`config.mk`:
```
export PLATFORM = sky130hd
export DESIGN_NAME = i2c_mem_target
export DESIGN_NICKNAME = d
export VERILOG_FILES = /design/src/rtl/i2c_mem_target.sv
export SDC_FILE = /design/constraint.sdc
export NUM_CORES = 1
export LEC_CHECK = 0
export CORE_AREA = 2 2 178 145
export CTS_CLUSTER_SIZE = 8
export DETAILED_ROUTE_END_ITERATION = 8
export DIE_AREA = 0 0 180 147
export PLACE_DENSITY = 0.5
export SLEW_MARGIN = 20
export SYNTH_ARGS = -nofsm -noshare
export SYNTH_HDL_FRONTEND = slang
export SYNTH_SLANG_ARGS = --single-unit
```
`constraint.sdc`:
```
create_clock -name clk -period 6.41 [get_ports clk]
set_clock_uncertainty 0.05 [all_clocks]
set_input_delay 0.641 -clock clk [delete_from_list [all_inputs] [get_ports clk]]
set_output_delay 0.641 -clock clk [all_outputs]
set_load 0.02 [all_outputs]
```
`src/rtl/i2c_mem_target.sv`:
```
`default_nettype none
// ============================================================================
// Module      : i2c_mem_target
// Description : I2C target with a byte-wide memory behind an auto-incrementing
//               pointer. SCL/SDA are oversampled on clk. START and STOP are
//               recognised in every state. The target ACKs its own address.
//               A write carries a pointer byte followed by data bytes. A read
//               streams bytes starting at the current pointer.
// Revision    : 1.0 - initial release
// ============================================================================
module i2c_mem_target #(
    parameter logic [6:0] DEV_ADDR = 7'h50,
    parameter int         PTR_W    = 4
) (
    input  logic             clk,
    input  logic             Reset,
    input  logic             scl_i,
    input  logic             sda_i,
    output logic             sda_oe,
    output logic             busy,
    output logic             wr_pulse,
    output logic [PTR_W-1:0] wr_addr,
    output logic [7:0]       wr_data
);

    localparam int               c_DEPTH   = 2 ** PTR_W;
    localparam logic [PTR_W-1:0] c_PTR_ONE = 1;

    localparam logic [3:0] c_S_IDLE      = 4'd0;
    localparam logic [3:0] c_S_ADDR      = 4'd1;
    localparam logic [3:0] c_S_ADDR_ACK  = 4'd2;
    localparam logic [3:0] c_S_PTR       = 4'd3;
    localparam logic [3:0] c_S_PTR_ACK   = 4'd4;
    localparam logic [3:0] c_S_WDATA     = 4'd5;
    localparam logic [3:0] c_S_WDATA_ACK = 4'd6;
    localparam logic [3:0] c_S_RDATA     = 4'd7;
    localparam logic [3:0] c_S_RDATA_ACK = 4'd8;
    localparam logic [3:0] c_S_WAIT_STOP = 4'd9;

    logic [1:0]       r_scl_s, r_sda_s;
    logic             r_scl_d, r_sda_d;
    logic [3:0]       r_state, w_state_nxt;
    logic [3:0]       r_cnt, w_cnt_nxt;
    logic [7:0]       r_shift, w_shift_nxt;
    logic             r_rw, w_rw_nxt;
    logic [PTR_W-1:0] r_ptr, w_ptr_nxt;
    logic             r_sda_oe, w_sda_oe_nxt;
    logic             r_busy, w_busy_nxt;
    logic             w_wr_en;
    logic             r_wr_pulse;
    logic [PTR_W-1:0] r_wr_addr;
    logic [7:0]       r_wr_data;
    logic [7:0]       r_mem [c_DEPTH];

    logic       w_scl, w_sda;
    logic       w_scl_rise, w_scl_fall, w_start, w_stop;
    logic [7:0] w_byte_in, w_mem_rd;

    assign w_scl      = r_scl_s[1];
    assign w_sda      = r_sda_s[1];
    assign w_scl_rise = w_scl & ~r_scl_d;
    assign w_scl_fall = ~w_scl & r_scl_d;
    // SCL must be stably high across the SDA transition for START/STOP.
    assign w_start    = w_scl & r_scl_d & r_sda_d & ~w_sda;
    assign w_stop     = w_scl & r_scl_d & ~r_sda_d & w_sda;
    assign w_byte_in  = {r_shift[6:0], w_sda};
    assign w_mem_rd   = r_mem[r_ptr];

    // Two-flop synchronisers plus one delayed copy for edge detection; idle bus is high.
    always_ff @(posedge clk) begin
        if (!Reset) begin
            r_scl_s <= 2'b11;
            r_sda_s <= 2'b11;
            r_scl_d <= 1'b1;
            r_sda_d <= 1'b1;
        end else begin
            r_scl_s <= {r_scl_s[0], scl_i};
            r_sda_s <= {r_sda_s[0], sda_i};
            r_scl_d <= w_scl;
            r_sda_d <= w_sda;
        end
    end

    // Protocol state register and its datapath.
    always_ff @(posedge clk) begin
        if (!Reset) begin
            r_state  <= c_S_IDLE;
            r_cnt    <= 4'd0;
            r_shift  <= 8'd0;
            r_rw     <= 1'b0;
            r_ptr    <= '0;
            r_sda_oe <= 1'b0;
            r_busy   <= 1'b0;
        end else begin
            r_state  <= w_state_nxt;
            r_cnt    <= w_cnt_nxt;
            r_shift  <= w_shift_nxt;
            r_rw     <= w_rw_nxt;
            r_ptr    <= w_ptr_nxt;
            r_sda_oe <= w_sda_oe_nxt;
            r_busy   <= w_busy_nxt;
        end
    end

    // Next-state decode: START/STOP first, then bit handling on synchronised SCL edges.
    always_comb begin
        w_state_nxt  = r_state;
        w_cnt_nxt    = r_cnt;
        w_shift_nxt  = r_shift;
        w_rw_nxt     = r_rw;
        w_ptr_nxt    = r_ptr;
        w_sda_oe_nxt = r_sda_oe;
        w_busy_nxt   = r_busy;
        w_wr_en      = 1'b0;
        if (w_stop) begin
            w_state_nxt  = c_S_IDLE;
            w_cnt_nxt    = 4'd0;
            w_sda_oe_nxt = 1'b0;
            w_busy_nxt   = 1'b0;
        end else if (w_start) begin
            w_state_nxt  = c_S_ADDR;
            w_cnt_nxt    = 4'd0;
            w_sda_oe_nxt = 1'b0;
        end else begin
            case (r_state)
                c_S_ADDR, c_S_PTR, c_S_WDATA: begin
                    if (w_scl_rise && r_cnt < 4'd8) begin
                        w_shift_nxt = w_byte_in;
                        w_cnt_nxt   = r_cnt + 4'd1;
                        // A data byte commits on its eighth rising edge.
                        if (r_state == c_S_WDATA && r_cnt == 4'd7) begin
                            w_wr_en   = 1'b1;
                            w_ptr_nxt = r_ptr + c_PTR_ONE;
                        end
                    end else if (w_scl_fall && r_cnt == 4'd8) begin
                        w_sda_oe_nxt = 1'b1;
                        if (r_state == c_S_ADDR) begin
                            if (r_shift[7:1] == DEV_ADDR) begin
                                w_state_nxt = c_S_ADDR_ACK;
                                w_busy_nxt  = 1'b1;
                                w_rw_nxt    = r_shift[0];
                            end else begin
                                w_state_nxt  = c_S_WAIT_STOP;
                                w_sda_oe_nxt = 1'b0;
                                w_busy_nxt   = 1'b0;
                            end
                        end else if (r_state == c_S_PTR) begin
                            w_state_nxt = c_S_PTR_ACK;
                            w_ptr_nxt   = r_shift[PTR_W-1:0];
                        end else begin
                            w_state_nxt = c_S_WDATA_ACK;
                        end
                    end
                end
                c_S_ADDR_ACK, c_S_PTR_ACK, c_S_WDATA_ACK: begin
                    if (w_scl_fall) begin
                        w_sda_oe_nxt = 1'b0;
                        w_cnt_nxt    = 4'd0;
                        if (r_state == c_S_ADDR_ACK && r_rw) begin
                            // First read bit goes out on the same fall that ends the ACK.
                            w_state_nxt  = c_S_RDATA;
                            w_shift_nxt  = w_mem_rd;
                            w_sda_oe_nxt = ~w_mem_rd[7];
                        end else if (r_state == c_S_ADDR_ACK) begin
                            w_state_nxt = c_S_PTR;
                        end else begin
                            w_state_nxt = c_S_WDATA;
                        end
                    end
                end
                c_S_RDATA: begin
                    if (w_scl_rise && r_cnt < 4'd8) begin
                        w_cnt_nxt = r_cnt + 4'd1;
                    end else if (w_scl_fall && r_cnt == 4'd8) begin
                        w_state_nxt  = c_S_RDATA_ACK;
                        w_sda_oe_nxt = 1'b0;
                        w_cnt_nxt    = 4'd0;
                        w_ptr_nxt    = r_ptr + c_PTR_ONE;
                    end else if (w_scl_fall && r_cnt != 4'd0) begin
                        w_shift_nxt  = {r_shift[6:0], 1'b0};
                        w_sda_oe_nxt = ~r_shift[6];
                    end
                end
                c_S_RDATA_ACK: begin
                    // r_cnt == 1 marks an ACK seen on the ninth rising edge.
                    if (w_scl_rise) begin
                        if (w_sda) begin
                            w_state_nxt  = c_S_WAIT_STOP;
                            w_sda_oe_nxt = 1'b0;
                        end else begin
                            w_cnt_nxt = 4'd1;
                        end
                    end else if (w_scl_fall && r_cnt == 4'd1) begin
                        w_state_nxt  = c_S_RDATA;
                        w_cnt_nxt    = 4'd0;
                        w_shift_nxt  = w_mem_rd;
                        w_sda_oe_nxt = ~w_mem_rd[7];
                    end
                end
                default: ;
            endcase
        end
    end

    // Memory array write port; contents survive reset.
    always_ff @(posedge clk) begin
        if (Reset && w_wr_en) begin
            r_mem[r_ptr] <= w_byte_in;
        end
    end

    // Write strobe with the address and data it reports.
    always_ff @(posedge clk) begin
        if (!Reset) begin
            r_wr_pulse <= 1'b0;
            r_wr_addr  <= '0;
            r_wr_data  <= 8'd0;
        end else begin
            r_wr_pulse <= w_wr_en;
            if (w_wr_en) begin
                r_wr_addr <= r_ptr;
                r_wr_data <= w_byte_in;
            end
        end
    end

    assign sda_oe   = r_sda_oe;
    assign busy     = r_busy;
    assign wr_pulse = r_wr_pulse;
    assign wr_addr  = r_wr_addr;
    assign wr_data  = r_wr_data;

endmodule
`default_nettype wire
```
==> results of run 1 <==
==> worst register-to-register path, delay by kind of cell (launching register included) <==
family / cells / cell delay [ns]
and+or+nand+nor: 5 / 1.82
DFF: 1 / 0.69
==> state kept, by name, indices dropped and copies added (netlist names), 2 cells and up, named ones only <==
| signal | flops |
|---|---|
| r_state | 4 |
| r_sda_s | 2 |
| r_scl_s | 2 |
| r_ptr | 4 |
| r_cnt | 4 |
| wr_addr | 4 |
| wr_data | 8 |
| r_shift | 8 |
| r_mem | 128 |
==> power breakdown <==
part	internal (W)	total (W)	leakage [nW]	switching, W
clock	0.000567	0.00101	0.302	0.000447
sequential	0.00126	0.00135	1.55	0.0000888
combinational	0.000116	0.000281	0.759	0.000165
==> layout make-up <==
| cell class | count | area [um2] | area share, % |
|---|---|---|---|
| inverter | 7 | 26.3 | 0.315 |
| tap | 324 | 405 | 4.85 |
| clock buffer | 18 | 450 | 5.39 |
| timing repair buffer | 21 | 203 | 2.43 |
| multi-input combinational | 281 | 2370 | 28.4 |
| sequential | 174 | 4770 | 57.1 |
| clock inverter | 14 | 130 | 1.56 |
==> metal layers <==
metal	global-route usage, %	share of wire (%)
met1	18.1	47
met2	20.2	47
met3	3.00	4.4
met4	4.19	1.4
met5	0	0
==> synthesized netlist by cell type (3+ instances only) <==
master and n:
nor2b_1 18, clkbuf_1 15, o21a_1 3, and2_1 3, o21ai_1 5, inv_1 6
buf_2 10, a2111oi_0 6, mux2i_1 33, or3_1 4, a21boi_1 4, nor2_1 42
nand3_1 5, nand2b_1 13, a211oi_1 3, dfxtp_1 46, nand2_1 18, edfxtp_1 128
a21oi_1 12, o211a_1 3, mux4_2 33, o21ai_0 11, nor3_1 17, ha_1 7
nor4_1 4
==> metrics by stage <==
| stage | hold slack, ns | power, W | utilization (%) | instance area (um2) |
|---|---|---|---|---|
| 2_1_floorplan | 0.336 | 0.00155 | - | 7270 |
| 3_3_place_gp | 0.345 | 0.00165 | 31.3 | 7770 |
| 3_5_place_dp | 0.346 | 0.00165 | 31.4 | 7770 |
| 4_1_cts | 0.364 | 0.00267 | 33.7 | 8350 |
| 5_1_grt | 0.401 | 0.00275 | 33.7 | 8350 |
| 6_report | 0.363 | 0.00264 | 33.7 | 8350 |
==> how the worst max path moves through the flow <==
stage,startpoint,end,slack [ns],cells after the start
6_report,r_state[0],r_mem[2][2],3.47,5
5_1_grt,r_scl_s[1],r_mem[2][2],3.23,5
4_1_cts,r_state[0],r_mem[2][2],3.48,5
3_5_place_dp,Reset,r_mem[2][2],3.23,5
3_3_place_gp,Reset,r_mem[3][1],3.36,5
2_1_floorplan,r_scl_s[1],r_mem[0][0],4.05,6
==> cell families (layout without fill, tap and decap cells) <==
group	after synthesis	in the layout	synth area share [%]
AO/OA/AOI/OAI	68	68	6.40
XOR/XNOR	2	2	0.241
adder cells (fa/ha/maj)	7	7	1.20
buffers and inverters	33	60	1.88
flip-flops	174	174	65.5
multiplexers	66	66	14.8
AND/OR/NAND/NOR	138	138	10.0
==> flow_summary_export.csv, run 1 <==
group,metric,value,unit
status,outcome,"finished clean",
final_layout,area_growth,14.9,%
final_layout,fill_cells,2341,
grt,grt_pass1_vias,4072,
drt,postRouteAntennaNets,0,
cts,cts_tree,"yes",
cts,ctsRootBufferMaster,"clkbuf_16",
sta,fmax,340,MHz
placement,hpwl,10900,um
sta,report.final.slew_viol_count,0,
drt,via_count,4202,
drt,routed_wirelength,16600,um
setup_path,r2r_slack,3.47,ns
logic_synthesis,synth_edf_count,128,
setup_path,worst-path-buf-inv,0,
final_layout,antenna_cells,0,
cts,clkSinkCount,174,
drt,dr.pass1.iters,5,
floorplan,io-pin-count,19,
setup_path,r2r-start,"r_state[0]",
grt,grt_pass1_wl,25600,um
setup_path,crit_required,6.41,ns
setup_path,path_cells,"nor2b_1 -> and2_1 -> and3_1 -> nand2_1 -> nor3_1",
cts,h-tree-depth,4,
grt,grt_max_degree,39,
sta,setup_ws,3.47,ns
drt,drc_errors,0,
setup_path,start_kind,"register",
logic_synthesis,synth_area_leader_cell,"edfxtp_1",
floorplan,initial_core_util,29.3,%
placement,dp_cells,807,
drt,via_per_inst,5.01,
final_layout,layout_commonest_cell,"edfxtp_1",
logic_synthesis,synthesis.nets,499,
floorplan,core_area,0.0248,mm2
pwr,power.density,317,mW/mm2
setup_path,cp.arrival,2.94,ns
logic_synthesis,yosys-top-cells-area,"edfxtp_1, dfxtp_1, mux4_2",
final_layout,fin_cells,839,
floorplan,row_count,52,
cts,cts.path.max_buffers,2,
placement,portBuffers,18,
pwr,peakVddDrop,0.216,mV
final_layout,layout-drive-gt1-share,14.6,%
cts,path_clk_slew,0.07,ns
cts,clk_latency,0.43,ns
setup_path,path_class,"register to register",
setup_path,cp_slowest_cell,"nor3_1",
final_layout,nets,513,
floorplan,die_area,0.0265,mm2
sta,tightest_slew,1.02,ns
setup_path,rr_worst_depth,5,
sta,hold_viol,0,
logic_synthesis,async_flop_share,0,%
run,maxCapViolations,0,
sta,period_share,45.9,%
worst_hold_path,min_to,"r_scl_s[1]",
pwr,leakage,2.61,nW
logic_synthesis,syn_inst,488,
drt,dr.first_iter.drc_count,434,
logic_synthesis,synth_top_area_share,52.9,%
setup_path,crit_family,"simple AND/OR/NAND/NOR gates",
cts,holdBufCountCts,0,
setup_path,cpPeakStageDelay,0.80,ns
setup_path,crit_path_end_kind,"register",
sta,setup_viol,0,
cts,cts_resized,0,
sta,slew_headroom,31.8,%
worst_hold_path,min-delay-start,"r_scl_s[0]",
placement,dp_worst_setup_slack,3.23,ns
logic_synthesis,avgSynthCellArea,14.9,um2
grt,track_usage,13.0,%
grt,grt.overflow.total,0,
floorplan,die_w,180,um
cts,postCtsSetupRepairBufs,0,
logic_synthesis,seq_area_frac_synth,65.5,%
sta,rsz0062_at_grt,"false",
cts,numCtsBuffers,17,
worst_hold_path,hold_depth,1,
logic_synthesis,synthesis.area,0.00727,mm2
final_layout,layout_common_cells,"edfxtp_1, dfxtp_1, nor2_1, mux2i_1, mux4_2",
sta,fin_setup_tns,0,ns
placement,place_congestion,0.831,
drt,routedWlPerCell,19.8,um
setup_path,rr_endpoint,"r_mem[2][2]",
setup_path,critical_path_peak_fanout,18,
floorplan,fp.dieH,147,um
logic_synthesis,yosysWarningCount,0,
logic_synthesis,ys_seq_elements,174,
logic_synthesis,ys_types,54,
grt,antenna_found_initial,0,
logic_synthesis,synth_ff_type,"edfxtp_1",
worst_hold_path,hold_class,"register to register",
sta,finalCriticalPeriod,2.94,ns
Power figures use the tool's default switching activity.
==> run 2: changes to the inputs <==
Clock period 6.41 ns to 2.75 ns, I/O delays scaled along.
==> run 2 against run 1 <==
Combinational power grew to 3.0 times the previous value. Via count grew 3.0%. Clock-buffer cell count shrank 1. Power grew 140%. Global-route usage grew 0.53 points. Final cell count grew 4.4%. Worst setup slack lost 3.1 ns. Critical path type unchanged. Largest power group unchanged.
==> flow_summary_export.csv, run 2 (synthesized netlist as in run 1, its figures left out) <==
group,metric,value,unit
final_layout,layout_common_cells,"edfxtp_1, dfxtp_1, nor2_1, buf_4",
grt,antenna_found_initial,0,
floorplan,row_count,52,
setup_path,cpPeakStageDelay,0.55,ns
pwr,power.density,727,mW/mm2
setup_path,cp.arrival,2.67,ns
placement,placed_area,0.00805,mm2
placement,portBuffers,18,
pwr,p_int,0.00455,W
setup_path,crit_required,3.00,ns
cts,cts.path.max_buffers,2,
sta,rsz0062_at_grt,"false",
floorplan,die_w,180,um
drt,routedWlPerCell,19.8,um
setup_path,rr_worst_depth,6,
final_layout,nets,550,
worst_hold_path,min_to,"r_scl_s[0]",
floorplan,initial_core_util,29.3,%
final_layout,largest_reg_flops,128,
floorplan,io-pin-count,19,
sta,report.final.slew_viol_count,0,
final_layout,final_util,34.9,%
pwr,leakage,2.79,nW
cts,h-tree-depth,4,
setup_path,crit_path_end_kind,"register",
sta,fmax,412,MHz
floorplan,die_area,0.0265,mm2
setup_path,start_kind,"register",
setup_path,worst-path-buf-inv,0,
drt,postRouteAntennaNets,0,
grt,grt.overflow.total,0,
cts,clkSinkCount,174,
sta,tightest_slew,0.742,ns
setup_path,cp_slowest_cell,"dfxtp_1",
setup_path,rr_endpoint,"r_shift[2]",
floorplan,fp.dieH,147,um
sta,slew_headroom,50.2,%
drt,dr.first_iter.drc_count,531,
final_layout,layout-drive-gt1-share,20.3,%
cts,path_clk_slew,0.07,ns
pwr,total_power,0.00629,W
setup_path,r2r-start,"r_state[1]",
grt,grt_max_degree,38,
setup_path,path_class,"register to register",
drt,via_count,4329,
cts,clk_latency,0.43,ns
pwr,p_clk_share,38.5,%
drt,routed_wirelength,17300,um
run,maxCapViolations,0,
final_layout,top_register,"r_mem",
placement,hpwl,11100,um
final_layout,antenna_cells,0,
grt,grt_pass1_wl,26300,um
worst_hold_path,hold_class,"input port to register",
placement,dp_worst_setup_slack,0.160,ns
cts,numCtsBuffers,17,
worst_hold_path,min-delay-start,"scl_i",
setup_path,path_cells,"nor3_1 -> and3_1 -> nor4_1 -> o211ai_1 -> a2111oi_0 -> nor2_1",
final_layout,area_growth,18.9,%
grt,grt_pass1_vias,4268,
status,outcome,"finished clean",
setup_path,critical_path_peak_fanout,12,
placement,place_congestion,0.897,
cts,cts_tree,"yes",
drt,via_per_inst,4.94,
grt,track_usage,13.5,%
final_layout,fill_cells,2365,
final_layout,postLayoutCellArea,0.00864,mm2
pwr,swShare,27.6,%
sta,finalCriticalPeriod,2.42,ns
sta,setup_viol,0,
final_layout,layout_commonest_cell,"edfxtp_1",
drt,dr.pass1.iters,5,
floorplan,core_area,0.0248,mm2
drt,drc_errors,0,
cts,postCtsSetupRepairBufs,0,
sta,period_share,88.2,%
pwr,p_comb_share,13.5,%
pwr,p_sw,0.00173,W
setup_path,r2r_slack,0.33,ns
cts,ctsRootBufferMaster,"clkbuf_16",
pwr,pwr-share-seq,48.0,%
worst_hold_path,hold_depth,2,
setup_path,crit_family,"compound AO/OA/AOI/OAI gates",
pwr,peakVddDrop,0.405,mV
sta,setup_ws,0.326,ns
sta,fin_setup_tns,0,ns
sta,hold_viol,0,
-- run 2: cell count changes in the layout (fill, tap and decap cells not counted), sizes merged --
cell	delta
inv	-4
clkinvlp	+1
bufinv	-1
buf	+37
clkbuf	-1
clkinv	+5
-- run 2: layout make-up --
cell class	count	area [um2]	area share (%)
flip-flops and latches	174	4770	55.1
inverters	7	26.3	0.304
repair buffers	58	480	5.56
clock buffers	17	425	4.92
clock inverters	15	169	1.95
well taps	324	405	4.69
multi-input cells	281	2370	27.4
-- run 2: power groups by stage --
stage,logic [W],clock network [W],registers (W)
2_1_floorplan,0.000541,0,0.00307
3_3_place_gp,0.000814,0,0.00307
3_5_place_dp,0.000831,0,0.00307
4_1_cts,0.000836,0.00248,0.00302
5_1_grt,0.000927,0.00258,0.00303
6_report,0.000849,0.00242,0.00302
-- run 2: through the flow --
| step | std cells | hold WS, ns |
|---|---|---|
| after floorplan | 488 | 0.326 |
| after global placement | 844 | 0.340 |
| after detailed placement | 844 | 0.352 |
| after CTS | 876 | 0.339 |
| after global routing | 876 | 0.363 |
| final | 876 | 0.365 |
-- run 2: how the worst max path moves through the flow --
stage / from / to / cells past startpoint
floorplan: r_scl_s[1] / r_mem[0][0] / 6
global placement: register / r_shift[3] / 6
detailed placement: register / r_shift[3] / 6
CTS: register / r_shift[3] / 6
global route: r_state[1] / r_shift[2] / 6
finish: r_state[1] / r_shift[2] / 6
-- run 2: layer usage --
layer | GRT usage, % | share of wire, %
met1 | 19.8 | 50
met2 | 20.0 | 44
met3 | 3.00 | 4.1
met4 | 4.19 | 1.4
met5 | 0 | 0
-- run 2: repair_timing --
| item | 4_1_cts | 5_1_grt |
|---|---|---|
| resized for setup | 0 | 1 |
| setup endpoints to repair | 0 | 1 |
| endpoints found under the hold margin | 0 | 0 |
| hold buffers | 0 | 0 |
==> run 3: changes to the inputs <==
Settings changed: SKIP_LAST_GASP set to 1.
==> results of run 3 <==
The final DEF is identical to that of run 2; final timing and power are the same.
